### config.mk
export PLATFORM = sky130hd
export DESIGN_NAME = time_surface_scan_ctrl
export DESIGN_NICKNAME = d
export VERILOG_FILES = /design/src/rtl/ts_pkg.sv /design/src/rtl/ts_scan_fifo.sv /design/src/rtl/time_surface_scan_ctrl.sv
export SDC_FILE = /design/constraint.sdc
export NUM_CORES = 1
export LEC_CHECK = 0
export ABC_AREA = 1
export BUFFER_PORTS_ARGS = -buffer_cell sky130_fd_sc_hd__clkbuf_2
export CORE_UTILIZATION = 27
export DETAILED_ROUTE_END_ITERATION = 7
export GPL_TIMING_DRIVEN = 0
export PLACE_DENSITY = 0.46
export SLEW_MARGIN = 10
export SYNTH_ARGS = -nofsm -noshare
export SYNTH_HDL_FRONTEND = slang
export SYNTH_SLANG_ARGS = --single-unit
### constraint.sdc
create_clock -name clk -period 3.4 [get_ports clk]
set_input_delay 0.68 -clock clk [delete_from_list [all_inputs] [get_ports clk]]
set_output_delay 0.68 -clock clk [all_outputs]
set_load 0.05 [all_outputs]
### src/rtl/ts_pkg.sv
// ts_pkg: shared constants, FSM state encoding and sample record for the time-surface scan controller.
// Revision: 1.0
`default_nettype none

package ts_pkg;

    localparam int GRID_SIZE_DEF = 16;
    localparam int ADDR_W        = 8;
    localparam int VALUE_W       = 8;
    localparam int NUM_CELLS     = GRID_SIZE_DEF * GRID_SIZE_DEF;

    typedef enum logic [1:0] {
        IDLE  = 2'd0,
        SCAN  = 2'd1,
        DRAIN = 2'd2,
        DONE  = 2'd3
    } scan_state_t;

    typedef struct packed {
        logic [ADDR_W-1:0]  addr;
        logic [VALUE_W-1:0] value;
        logic               last;
    } scan_sample_t;

endpackage

`default_nettype wire

### src/rtl/ts_scan_fifo.sv
// ts_scan_fifo: synchronous FIFO of scan samples with occupancy count; head is shown combinationally.
// Revision: 1.0
`default_nettype none

module ts_scan_fifo
    import ts_pkg::*;
#(
    parameter int DEPTH = 4
) (
    input  logic                     clk,
    input  logic                     rst_n,
    input  logic                     i_push,
    input  scan_sample_t             i_data,
    input  logic                     i_pop,
    output scan_sample_t             o_head,
    output logic                     o_empty,
    output logic [$clog2(DEPTH):0]   o_count
);

    localparam int PW = $clog2(DEPTH);

    scan_sample_t    r_mem [DEPTH];
    logic [PW-1:0]   r_wr;
    logic [PW-1:0]   r_rd;
    logic [PW:0]     r_count;
    logic            w_pop;

    assign w_pop = i_pop && (r_count != '0);

    always_ff @(posedge clk) begin
        if (i_push) begin
            r_mem[r_wr] <= i_data;
        end
    end

    // Pointers wrap naturally because DEPTH is a power of two.
    always_ff @(posedge clk or negedge rst_n) begin
        if (!rst_n) begin
            r_wr    <= '0;
            r_rd    <= '0;
            r_count <= '0;
        end else begin
            if (i_push) begin
                r_wr <= r_wr + 1'b1;
            end
            if (w_pop) begin
                r_rd <= r_rd + 1'b1;
            end
            if (i_push && !w_pop) begin
                r_count <= r_count + 1'b1;
            end else if (!i_push && w_pop) begin
                r_count <= r_count - 1'b1;
            end
        end
    end

    assign o_head  = r_mem[r_rd];
    assign o_empty = (r_count == '0);
    assign o_count = r_count;

endmodule

`default_nettype wire

### src/rtl/time_surface_scan_ctrl.sv
// time_surface_scan_ctrl: sweeps the time-surface memory, tracks 2-cycle read latency, streams samples out.
// Optional SCAN_TIMER_EN: periodic internal scan start every FRAME_PERIOD cycles. Revision: 1.0
`default_nettype none

module time_surface_scan_ctrl
    import ts_pkg::*;
#(
    parameter int GRID_SIZE  = 16,
    parameter int ADDR_BITS  = 8,
    parameter int VALUE_BITS = 8,
    parameter int FIFO_DEPTH = 4
`ifdef SCAN_TIMER_EN
    ,
    parameter int FRAME_PERIOD = 12000
`endif
) (
    input  logic                  clk,
    input  logic                  rst_n,
    input  logic                  i_scan_start,
    output logic                  o_scan_busy,
    output logic                  o_scan_done,
    output logic                  o_mem_rd_en,
    output logic [ADDR_BITS-1:0]  o_mem_rd_addr,
    input  logic [VALUE_BITS-1:0] i_mem_rd_value,
    output logic                  o_out_valid,
    input  logic                  i_out_ready,
    output logic [ADDR_BITS-1:0]  o_out_addr,
    output logic [VALUE_BITS-1:0] o_out_value,
    output logic                  o_out_last
);

    localparam int                   CELLS     = GRID_SIZE * GRID_SIZE;
    localparam logic [ADDR_BITS-1:0] LAST_ADDR = ADDR_BITS'(CELLS - 1);
    localparam int                   CW        = $clog2(FIFO_DEPTH) + 1;

    localparam logic [1:0] S_IDLE  = IDLE;
    localparam logic [1:0] S_SCAN  = SCAN;
    localparam logic [1:0] S_DRAIN = DRAIN;
    localparam logic [1:0] S_DONE  = DONE;

    logic [1:0]           r_state;
    logic [ADDR_BITS-1:0] r_addr;
    logic [1:0]           r_pv;
    logic [ADDR_BITS-1:0] r_pa0;
    logic [ADDR_BITS-1:0] r_pa1;

    logic                 w_start;
    logic [1:0]           w_inflight;
    logic [CW-1:0]        w_fifo_count;
    logic [CW:0]          w_used;
    logic                 w_issue;
    logic                 w_empty;
    logic                 w_pop;
    logic                 w_last_pop;
    scan_sample_t         w_push_data;
    scan_sample_t         w_head;

`ifdef SCAN_TIMER_EN
    localparam int TW = $clog2(FRAME_PERIOD);

    logic [TW-1:0] r_timer;
    logic          w_tick;

    assign w_tick = (r_timer == TW'(FRAME_PERIOD - 1));

    always_ff @(posedge clk or negedge rst_n) begin
        if (!rst_n) begin
            r_timer <= '0;
        end else begin
            r_timer <= w_tick ? '0 : r_timer + 1'b1;
        end
    end

    assign w_start = i_scan_start | w_tick;
`else
    assign w_start = i_scan_start;
`endif

    // Credit: buffered samples plus reads still in the latency pipe may never exceed the FIFO depth.
    assign w_inflight = {1'b0, r_pv[0]} + {1'b0, r_pv[1]};
    assign w_used     = {1'b0, w_fifo_count} + {{(CW-1){1'b0}}, w_inflight};
    assign w_issue    = (r_state == S_SCAN) && (w_used < (CW+1)'(FIFO_DEPTH));

    assign w_pop      = !w_empty && i_out_ready;
    assign w_last_pop = w_pop && w_head.last;

    assign w_push_data.addr  = r_pa1;
    assign w_push_data.value = i_mem_rd_value;
    assign w_push_data.last  = (r_pa1 == LAST_ADDR);

    always_ff @(posedge clk or negedge rst_n) begin
        if (!rst_n) begin
            r_state <= S_IDLE;
            r_addr  <= '0;
            r_pv    <= '0;
            r_pa0   <= '0;
            r_pa1   <= '0;
        end else begin
            r_pv  <= {r_pv[0], w_issue};
            r_pa0 <= r_addr;
            r_pa1 <= r_pa0;
            case (r_state)
                S_IDLE: begin
                    if (w_start) begin
                        r_state <= S_SCAN;
                        r_addr  <= '0;
                    end
                end
                S_SCAN: begin
                    if (w_issue) begin
                        if (r_addr == LAST_ADDR) begin
                            r_state <= S_DRAIN;
                        end else begin
                            r_addr <= r_addr + 1'b1;
                        end
                    end
                end
                S_DRAIN: begin
                    if (w_last_pop && (w_inflight == 2'd0)) begin
                        r_state <= S_DONE;
                    end
                end
                default: begin
                    r_state <= S_IDLE;
                end
            endcase
        end
    end

    ts_scan_fifo #(
        .DEPTH (FIFO_DEPTH)
    ) u_fifo (
        .clk     (clk),
        .rst_n   (rst_n),
        .i_push  (r_pv[1]),
        .i_data  (w_push_data),
        .i_pop   (w_pop),
        .o_head  (w_head),
        .o_empty (w_empty),
        .o_count (w_fifo_count)
    );

    // The memory advances its decay stage only while read_enable is high.
    assign o_mem_rd_en   = (r_state == S_SCAN) || ((r_state == S_DRAIN) && (w_inflight != 2'd0));
    assign o_mem_rd_addr = r_addr;
    assign o_scan_busy   = (r_state != S_IDLE);
    assign o_scan_done   = (r_state == S_DONE);
    assign o_out_valid   = !w_empty;
    assign o_out_addr    = w_empty ? '0 : w_head.addr;
    assign o_out_value   = w_empty ? '0 : w_head.value;
    assign o_out_last    = !w_empty && w_head.last;

endmodule

`default_nettype wire
### Word-level counts from Yosys, hierarchy flattened

Memories as Yosys holds them, arrays and structs flattened.
Index checks and enable logic that the tools add are counted.

* flip-flop bits (word level): 35
* bits in writable memories: 68
* bits of input ports: 12
* output and inout bits: 29
* word-level logic and storage cells: 65
* memories: 1

Memory list
* u_fifo.r_mem: words 4, width 17, rd ports 1, clocked after memory_dff 0, wr ports 1, RTL line ts_scan_fifo.sv:22 `scan_sample_t r_mem [DEPTH];`

* $add $sub $neg: 7
* magnitude comparators: 1
* equality and inequality tests: 10
* mux-type cells: 15
* reduce and logical (&&, ||, !) cells: 23

Operators by type and width (count)
* 2-to-1 mux 8 bit: 5
* equality test 8 bit, second input constant: 2
* case mux 8 bit (2 select lines): 1
* inequality test 2 bit, second input constant: 5
* logical AND 1 bit: 9
* adder 8 x 1 -> 8 bit, second input constant: 1
* 2-to-1 mux 2 bit: 4
* AND reduction 4 bit: 2
* nonzero test 2 bit: 4
* 2-to-1 mux 3 bit: 2
* case mux 2 bit (3 select lines): 1
* adder 2 x 1 -> 2 bit, second input constant: 2
* adder 3 x 2 -> 4 bit: 1
* equality test 2 bit, second input constant: 2
* logical NOT 2 bit: 2
* less-than comparator 4 x 3 -> 1 bit, second input constant: 1
* adder 3 x 1 -> 3 bit, second input constant: 1
* logical NOT 1 bit: 3
* logical NOT 3 bit: 1
* nonzero test 3 bit: 1
* subtractor 3 x 1 -> 3 bit, second input constant: 1
* adder 1 x 1 -> 2 bit: 1
* equality test 2 x 1 -> 1 bit, second input constant: 1
* 2-to-1 mux 1 bit: 2
* logical OR 1 bit: 1

### Logic depth before layout (Yosys ltp)

Gate-level depths: netlist of the first run.

* depth in word-level cells: 7
* mapped depth: 11
* mapped depth without buffers: 10

### Modules after synthesis

From an unflattened synthesis of the first run, not the netlist that was laid out.

* cell total of the unflattened synthesis: 430
* area total of the unflattened synthesis: 4604.4 sq um

By module, submodules not included
* ts_scan_fifo: instances 1, cells each 253, area each 3166.8 sq um, sequential area each 2217.1 sq um
* time_surface_scan_ctrl: instances 1, cells each 177, area each 1437.6 sq um, sequential area each 700.7 sq um

### Worst setup path after synthesis of the first run

Ideal clock, no wire load.

* path kind: reg2out
* start point: reg r_pv[1]
* end point: out o_mem_rd_en
* data arrival time: 1.937 ns
* data required time: 2.720 ns
* setup slack: 0.783 ns
* cell stages (with the launch flop): 5
* path buffers: 1
* path through: dfrtp_1 > clkbuf_1 > inv_1 > ha_1 > o21ai_0

* longest elaborated chain between the ends: 4

Ends and longest elaborated chain
* start: declaration: RTL line time_surface_scan_ctrl.sv:43 `logic [1:0] r_pv;`
* start signal: assignment: RTL line time_surface_scan_ctrl.sv:99 `r_pv <= {r_pv[0], w_issue};`
* adder 1 x 1 -> 2 bit: RTL line time_surface_scan_ctrl.sv:80 `assign w_inflight = {1'b0, r_pv[0]} + {1'b0, r_pv[1]};`
* nonzero test 2 bit: RTL line time_surface_scan_ctrl.sv:144 `assign o_mem_rd_en = (r_state == S_SCAN) || ((r_state == S_DRAIN) && (w_inflight != 2'd0));`
* logical AND 1 bit: RTL line time_surface_scan_ctrl.sv:144
* logical OR 1 bit: RTL line time_surface_scan_ctrl.sv:144
* end: declaration: RTL line time_surface_scan_ctrl.sv:22 `output logic o_mem_rd_en,`

No other way between the ends.

### Final worst setup path of the first run

* start point: reg u_fifo.r_rd[0]
* end point: out o_out_addr[3]

* longest elaborated chain between the ends: 2

Ends and longest elaborated chain
* start: declaration: RTL line ts_scan_fifo.sv:24 `logic [PW-1:0] r_rd;`
* start signal: assignment: RTL line ts_scan_fifo.sv:47 `r_rd <= r_rd + 1'b1;`
* memory read (4 x 17 bit)
* 2-to-1 mux 8 bit: RTL line time_surface_scan_ctrl.sv:149 `assign o_out_addr = w_empty ? '0 : w_head.addr;`
* end: declaration: RTL line time_surface_scan_ctrl.sv:27 `output logic [ADDR_BITS-1:0] o_out_addr,`

No other way between the ends.

==> out/qor.txt, run 1 <==
Worst-path clk slew: 70 ps
Worst path depth: 6
Relative slew slack: 40.0%
Root Driver: clkbuf_16
Clock Path Buffers: 2
GR Overflow Total: 0
Library cells used by synthesis: 31
Via count: 2735
Primary FF master, synth: edfxtp_1
CTS Sinks: 103
CP arrival: 1960 ps
Syn-to-layout area delta: 17.8%
Flop2flop setup slack: 1450 ps
Detailed Place HPWL: 5850 um
Post-cts sizing count: 0
Critical path peak fanout: 10
First-pass GRT wire length: 14600 um
PD cells: 969 nW/um2
Critical-path cell list: buf_4 -> inv_2 -> clkbuf_2 -> o21ai_0 -> a21oi_1 -> clkbuf_2
Core area: 15400 um2
Number of global-route vias before repair: 2702
Max incr delay on CP: 360 ps
Synthesized flop and latch total: 103
FF-to-FF Start: u_fifo.o_count[0]
Post-CTS Hold Buffers: 0
Critical path class: reg -> out
Fmax: 379 MHz
Tightest Hold Check Type: reg -> reg
Final net count: 460
Register Area: 2920 um2
Leakage: 0.00210 uW
# IOs: 41
Count leader, synth: nor2_1
Post-synth EDFFs: 68
DIE HEIGHT: 129 um
Outcome: finished, final reports clean
Synth Instances: 382
Count of final setup violators: 0
Latest clock arrival within the worst-skew pair: 330 ps
Final worst path period share: 77.6%
Sequential area share after synthesis: 67.4%
Largest net degree at the start of global routing: 36
Total wire length: 9190 um
Cell count of the worst hold path: 0
Hold Vio Cnt, Final: 0
Final hold slack: 347 ps
Capturing point of the worst reg2reg path: u_fifo.o_count[2]
Post-Synthesis Cell Area: 4330 um2
Initial antenna violation count: 0
Multi-input logic area: 1230 um2
Layout cells sized above 1: 18.9%
R2r worst-path depth: 9
H-tree levels: 3
Largest area contributor in the netlist: edfxtp_1
Synth top area cells: edfxtp_1 (47%), dfrtp_1 (20%), nor2_1 (6.7%)
Routed len/inst: 14.2 um
Worst path bufs/invs: 4
Total Routing Usage GR: 11.9%
Synth warn: 0
Setup bufs post-CTS: 0
Die ar.: 16500 um2
Clock buffer count from CTS: 9
Row cnt: 45
I/O Buffers: 40
Clock Skews: 3.72 ps
Gp weighted congestion: 0.757
Final Slew Violations: 0
Initial core utilization: 28.1%
WP data required: 2720 ps
Initial DRC Count: 140
Critical Path Most Common Cell: clkbuf_2
Overall die width: 129 um
DRT Pass-1 Iters: 6
Syn avg cell area: 11.3 um2
Top delay family on crit path: buffers and inverters
RSZ-0062 raised after global routing: false
Hold_sp: r_pa0[3]
Post-route ant nets: 0
Hold Crit Endpoint: r_pa1[3]
Total negative setup slack: 0 ps
Detailed-route vias per instance: 4.21
Setup crit start kind: flop
# DRC: 0
Async S/R FF share, synth: 34.0%
Top-area cell type share of the netlist area: 47.2%
Synth cell count leaders: nor2_1 (77), edfxtp_1 (68), nand2_1 (53)
CP endpoint kind: output port
CTS tree: done
Syn nets: 409
Antenna cells: 0
Fillers: 1609
Actual slew at the worst max-slew pin: 900 ps
# Max-Cap Violations: 0
Crit path max-delay cell type: dfrtp_1
Post-layout min period: 2640 ps
Peak VDD IR: 0.418 mV
==> where the power goes <==
part / switching [uW] / internal (uW) / total (uW) / leakage [uW]
logic: 1670 / 550 / 2220 / 0.000861
registers: 112 / 1540 / 1650 / 0.00110
clock network: 416 / 646 / 1060 / 0.000144
==> cells by family (layout without fill, tap and decap cells) <==
| family | count (synthesis) | count (layout) | share of synthesized area [%] |
|---|---|---|---|
| and+or+nand+nor | 158 | 158 | 15.6 |
| DFF | 103 | 103 | 67.4 |
| AOI/OAI and AO/OA | 60 | 60 | 7.26 |
| buffers and inverters | 41 | 97 | 4.16 |
| adders and majority gates | 15 | 15 | 4.51 |
| xor gates and xnor gates | 4 | 4 | 0.810 |
| muxes | 1 | 1 | 0.260 |
==> layer usage <==
layer | vias to the layer above | GRT usage [%] | part of all wire [%] | routed length [um]
met5 | - | 0 | 0 | 0
met4 | 0 | 3.32 | 0.81 | 74
met3 | 7 | 2.83 | 4.1 | 381
met2 | 54 | 20.7 | 48 | 4450
met1 | 1288 | 14.7 | 47 | 4280
li1 | 1386 | - | - | -
==> cell type report <==
class | count | area share (%)
clock buffer | 13 | 4.71
sequential | 103 | 57.2
buffer | 13 | 1.47
inverter | 28 | 2.06
clock inverter | 3 | 1.32
multi-input combinational | 238 | 24.1
timing repair buffer | 40 | 3.93
tap | 211 | 5.18
==> how the worst max path moves through the flow <==
stage	end	slack (ps)	from
3_5_place_dp	o_out_addr[3]	1060	u_fifo.r_rd[0]
4_1_cts	o_out_addr[3]	680	u_fifo.r_rd[0]
5_1_grt	o_out_addr[3]	640	u_fifo.r_rd[0]
3_3_place_gp	o_out_addr[3]	1090	u_fifo.r_rd[0]
2_1_floorplan	o_mem_rd_en	780	r_pv[1]
6_report	o_out_addr[3]	760	u_fifo.r_rd[0]
==> registers in the layout (all words and copies together), names as in the netlist <==
name and flops:
u_fifo.r_mem 68, o_mem_rd_addr 8, r_pa0 8, r_pa1 8, u_fifo.o_count 3, r_pv 2, r_state 2, u_fifo.r_rd 2
u_fifo.r_wr 2
==> metrics by stage <==
stage	utilization, %	setup WS (ps)	instance area (um2)	total power, uW	std cells
floorplan	-	783	4330	3340	382
global placement	31.1	1090	4790	3900	633
detailed placement	31.1	1060	4790	3940	633
CTS	33.1	682	5100	5010	649
global route	33.1	638	5100	5260	649
finish	33.1	762	5100	4940	649
==> cell usage in the layout, fill, tap and decap left out, drive strengths merged <==
cell and instances:
xor2 3, o21ai 37, xnor2 1, nand2 58, nand4 3, dfrtp 35
mux2 1, nand3 11, buf 9, nor3b 3, nor2 81, inv 28
bufinv 2, ha 14, fa 1, nand3b 1, or2 1, o21bai 1
edfxtp 68, clkbuf 57, clkinvlp 1, a21oi 22
Note: power is estimated with default switching activity, not from simulation.
==> inputs of run 2 (changes only) <==
--- a/config.mk
+++ b/config.mk
@@ -10,7 +10,7 @@
 export CORE_UTILIZATION = 27
 export DETAILED_ROUTE_END_ITERATION = 7
 export GPL_TIMING_DRIVEN = 0
-export PLACE_DENSITY = 0.46
+export PLACE_DENSITY = 0.47
 export SLEW_MARGIN = 10
 export SYNTH_ARGS = -nofsm -noshare
 export SYNTH_HDL_FRONTEND = slang
==> constraint.sdc (replaced) <==
create_clock -name clk -period 2.4 [get_ports clk]
set_input_delay 0.48 -clock clk [delete_from_list [all_inputs] [get_ports clk]]
set_output_delay 0.48 -clock clk [all_outputs]
set_load 0.05 [all_outputs]
==> out/qor.txt, run 2 (synthesis gave the netlist of run 1 again) <==
DRT Pass-1 Iters: 4
Relative slew slack: 39.3%
Switching power: 3120 uW
Critical path peak fanout: 10
H-tree levels: 3
CP endpoint kind: output port
Peak VDD IR: 0.717 mV
Number of global-route vias before repair: 2700
Setup crit start kind: flop
Multi-input logic area: 1230 um2
Gp weighted congestion: 0.737
Commonest non-fill, non-tap cells in the layout: nor2_1 (77), edfxtp_1 (68), nand2_1 (53)
Detailed-route vias per instance: 4.26
Commonest non-fill, non-tap cell in the layout: nor2_1
CTS Sinks: 103
DIE HEIGHT: 129 um
Die ar.: 16500 um2
Overall die width: 129 um
CTS tree: done
Reg power frac: 33.0%
WP data required: 1920 ps
Largest net degree at the start of global routing: 36
Antenna cells: 0
Critical-path cell list: buf_4 -> inv_2 -> clkbuf_4 -> o21ai_0 -> a21oi_1 -> buf_4
Actual slew at the worst max-slew pin: 911 ps
Most flop-heavy register: u_fifo.r_mem
Initial antenna violation count: 0
Fmax: 437 MHz
Placed cells: 633
Detailed Place HPWL: 5870 um
Outcome: finished, final reports clean
Total Routing Usage GR: 11.8%
Row cnt: 45
Clock Skews: 7.74 ps
Leakage: 0.00211 uW
Clock buffer count from CTS: 9
Final net count: 460
First-pass GRT wire length: 14400 um
Layout cells sized above 1: 19.2%
Latest clock arrival within the worst-skew pair: 340 ps
Via count: 2765
Fin cells: 649
Count of final setup violators: 0
# DRC: 0
Register Area: 2920 um2
Internal power: 3960 uW
Tightest Hold Check Type: in -> async
Worst path bufs/invs: 4
I/O Buffers: 40
Final worst path period share: 95.3%
Crit path max-delay cell type: dfrtp_1
Critical path class: reg -> out
Max reg flops: 68
GR Overflow Total: 0
Core area: 15400 um2
Syn-to-layout area delta: 18.8%
Clock Path Buffers: 2
Max incr delay on CP: 360 ps
Post-route ant nets: 0
Initial core utilization: 28.1%
Setup bufs post-CTS: 0
Worst-path clk slew: 60 ps
Total wire length: 9060 um
# IOs: 41
CP arrival: 1810 ps
Hold Vio Cnt, Final: 0
PD cells: 1380 nW/um2
Net Sw Frac: 44.1%
# Max-Cap Violations: 0
Clock power frac: 21.2%
Initial DRC Count: 173
Root Driver: clkbuf_16
Final Slew Violations: 0
Post-layout min period: 2290 ps
Share of power burned in combinational logic: 45.8%
Routed len/inst: 14.0 um
Fillers: 1597
Final core utilization: 33.3%
Top delay family on crit path: buffers and inverters
Critical Path Most Common Cell: buf_4
run 2: power groups by stage:
stage	clock, uW	combinational, uW	sequential, uW
2_1_floorplan	0	2350	2380
6_report	1500	3240	2340
4_1_cts	1540	3250	2340
3_5_place_dp	0	3210	2380
5_1_grt	1610	3550	2370
3_3_place_gp	0	3150	2370
run 2: timing repair:
item                                    in CTS  in global routing
endpoints found under the setup margin       5                 15
hold buffers                                 0                  0
resized for setup                            5                 26
run 2: final cells by class:
class | instances | area share, %
Buffer | 13 | 1.80
Clock buffer | 14 | 5.36
Timing Repair Buffer | 40 | 4.24
Inverter | 28 | 2.04
Multi-Input combinational cell | 238 | 23.9
Clock inverter | 2 | 0.730
Sequential cell | 103 | 56.8
Tap cell | 211 | 5.14
run 2: metal layers:
layer,vias up,part of all wire [%],GRT usage (%)
li1,1377,-,-
met1,1313,47,15.1
met2,67,47,19.6
met3,8,4.6,3.41
met4,0,1.1,3.04
met5,-,0,0
run 2: worst paths after layout:
check,start,end,slack [ps],cells after the start
setup / recovery,u_fifo.r_rd[0],o_out_addr[0],110,6
min in group clk,r_pa0[0],r_pa1[0],350,0
hold / removal,rst_n,o_mem_rd_addr[6],260,1
setup reg to reg,u_fifo.o_count[1],u_fifo.o_count[2],460,9
max in group asynchronous,rst_n,r_pa0[1],1570,1
hold reg to reg,r_pa0[0],r_pa1[0],350,0
run 2: per-stage QoR:
| step | area, um2 | total power, uW | setup TNS [ps] | hold WS (ps) | worst slack (ps) |
|---|---|---|---|---|---|
| 3_5_place_dp | 4790 | 5590 | 0 | 335 | 284 |
| 4_1_cts | 5120 | 7140 | 0 | 287 | 13.8 |
| 2_1_floorplan | 4330 | 4730 | 0 | 184 | 149 |
| 6_report | 5140 | 7080 | 0 | 262 | 114 |
| 5_1_grt | 5140 | 7530 | -13.3 | 322 | -5.01 |
| 3_3_place_gp | 4790 | 5520 | 0 | 332 | 286 |
==> inputs of run 3 (changes only) <==
==> constraint.sdc (replaced) <==
create_clock -name clk -period 2.4 [get_ports clk]
set_input_delay 0.12 -clock clk [delete_from_list [all_inputs] [get_ports clk]]
set_output_delay 0.12 -clock clk [all_outputs]
set_load 0.05 [all_outputs]
==> out/qor.txt, run 3 (synthesis gave the netlist of run 1 again) <==
Total Routing Usage GR: 11.6%
Row cnt: 45
Post-route setup slack: 328 ps
PD cells: 1340 nW/um2
Clock Skews: 6.93 ps
Most flop-heavy register: u_fifo.r_mem
Antenna cells: 0
Relative slew slack: 42.2%
Fmax: 483 MHz
Clock buffer count from CTS: 9
Final core utilization: 33.4%
Post-layout min period: 2070 ps
Top delay family on crit path: buffers and inverters
Actual slew at the worst max-slew pin: 867 ps
DIE HEIGHT: 129 um
Commonest non-fill, non-tap cell in the layout: nor2_1
Post-cts sizing count: 0
Initial antenna violation count: 0
Initial core utilization: 28.1%
Initial DRC Count: 126
Hold Crit Endpoint: u_fifo.r_mem[2][6]
Total wire length: 9030 um
Worst path bufs/invs: 4
Final Slew Violations: 0
Layout cells sized above 1: 19.1%
Critical Path Most Common Cell: clkbuf_2
Worst path depth: 6
Gp weighted congestion: 0.749
Hold_sp: i_mem_rd_value[5]
Leakage: 0.00213 uW
Pre-CTS setup slack: 472 ps
Final worst path period share: 86.4%
Detailed Place HPWL: 5690 um
Final net count: 467
Crit path max-delay cell type: dfrtp_1
# IOs: 41
Syn-to-layout area delta: 19.1%
Via count: 2752
Latest clock arrival within the worst-skew pair: 340 ps
Max incr delay on CP: 360 ps
Total negative setup slack: 0 ps
Capturing point of the worst reg2reg path: u_fifo.o_count[2]
# DRC: 0
Root Driver: clkbuf_16
Post-route ant nets: 0
WP data required: 2280 ps
Commonest non-fill, non-tap cells in the layout: nor2_1 (77), edfxtp_1 (68), nand2_1 (53)
Tightest Hold Check Type: in -> reg
Overall die width: 129 um
Flop2flop setup slack: 450 ps
First-pass GRT wire length: 14100 um
CP arrival: 1950 ps
GR Overflow Total: 0
Largest net degree at the start of global routing: 36
Setup crit start kind: flop
Hold Vio Cnt, Final: 0
I/O Buffers: 40
Clock Path Buffers: 2
Fillers: 1597
DRT Pass-1 Iters: 4
R2r worst-path depth: 9
RSZ-0062 raised after global routing: false
Outcome: finished, final reports clean
Peak VDD IR: 0.654 mV
Cell count of the worst hold path: 1
Count of final setup violators: 0
H-tree levels: 3
Critical-path cell list: buf_4 -> inv_2 -> clkbuf_2 -> o21ai_0 -> a21oi_1 -> clkbuf_2
CTS tree: done
Number of global-route vias before repair: 2588
Critical path peak fanout: 10
Detailed-route vias per instance: 4.20
CTS Sinks: 103
Max reg flops: 68
# Max-Cap Violations: 0
Die ar.: 16500 um2
Routed len/inst: 13.8 um
FF-to-FF Start: u_fifo.o_count[0]
Worst-path clk slew: 70 ps
Core area: 15400 um2
Final hold slack: 16.5 ps
CP endpoint kind: output port
Critical path class: reg -> out
[run 3: worst reg2reg max path, stage by stage, from the launching register on]
cell and delay, ps:
dfrtp_1 430, nor2_1 140, nand2_2 100, nand2_1 150
ha_1 160, inv_1 60, fa_1 380, a21oi_1 150
o21ai_0 110, xor2_1 150
[run 3: area by class of cell]
class                   instances  area, um2  area share, %
plain buffers                  13       75.1           1.46
clock buffers                  12        246           4.78
clock inverters                 4       45.0          0.874
inverters                      28        105           2.04
multi-input cells             238       1230           23.9
flip-flops and latches        103       2920           56.6
well taps                     211        264           5.12
repair buffers                 47        270           5.24
[run 3: report_power, final]
group	internal, uW	switching (uW)
clock	832	600
combinational	789	2360
sequential	2180	152
[run 3: worst max path at each step]
| stage | from | end | slack [ps] |
|---|---|---|---|
| after floorplan | r_pv[1] | o_mem_rd_en | 340 |
| after global placement | u_fifo.o_count[0] | u_fifo.o_count[2] | 480 |
| after detailed placement | u_fifo.o_count[0] | u_fifo.o_count[2] | 470 |
| final | u_fifo.r_rd[0] | o_out_addr[1] | 330 |
| after CTS | u_fifo.r_rd[0] | o_out_addr[3] | 270 |
| after global routing | u_fifo.r_rd[0] | o_out_addr[3] | 200 |
[run 3: stage by stage]
step                cells  cell area [um2]  total power (uW)
floorplan             382             4330              4730
global placement      633             4790              5530
detailed placement    633             4790              5570
CTS                   654             5130              7020
global route          656             5150              7370
finish                656             5150              6920
[run 3: what timing repair did]
action | in CTS | in global routing
hold buffers | 5 | 2
endpoints found under the hold margin | 48 | 8
buffers inserted | 0 | 0
[run 3: layer usage]
layer,GRT usage [%],wire length (um),vias up
met5,0,0,-
met2,19.1,4300,54
met3,3.74,342,6
li1,-,-,1389
met1,14.8,4310,1303
met4,2.91,80,0
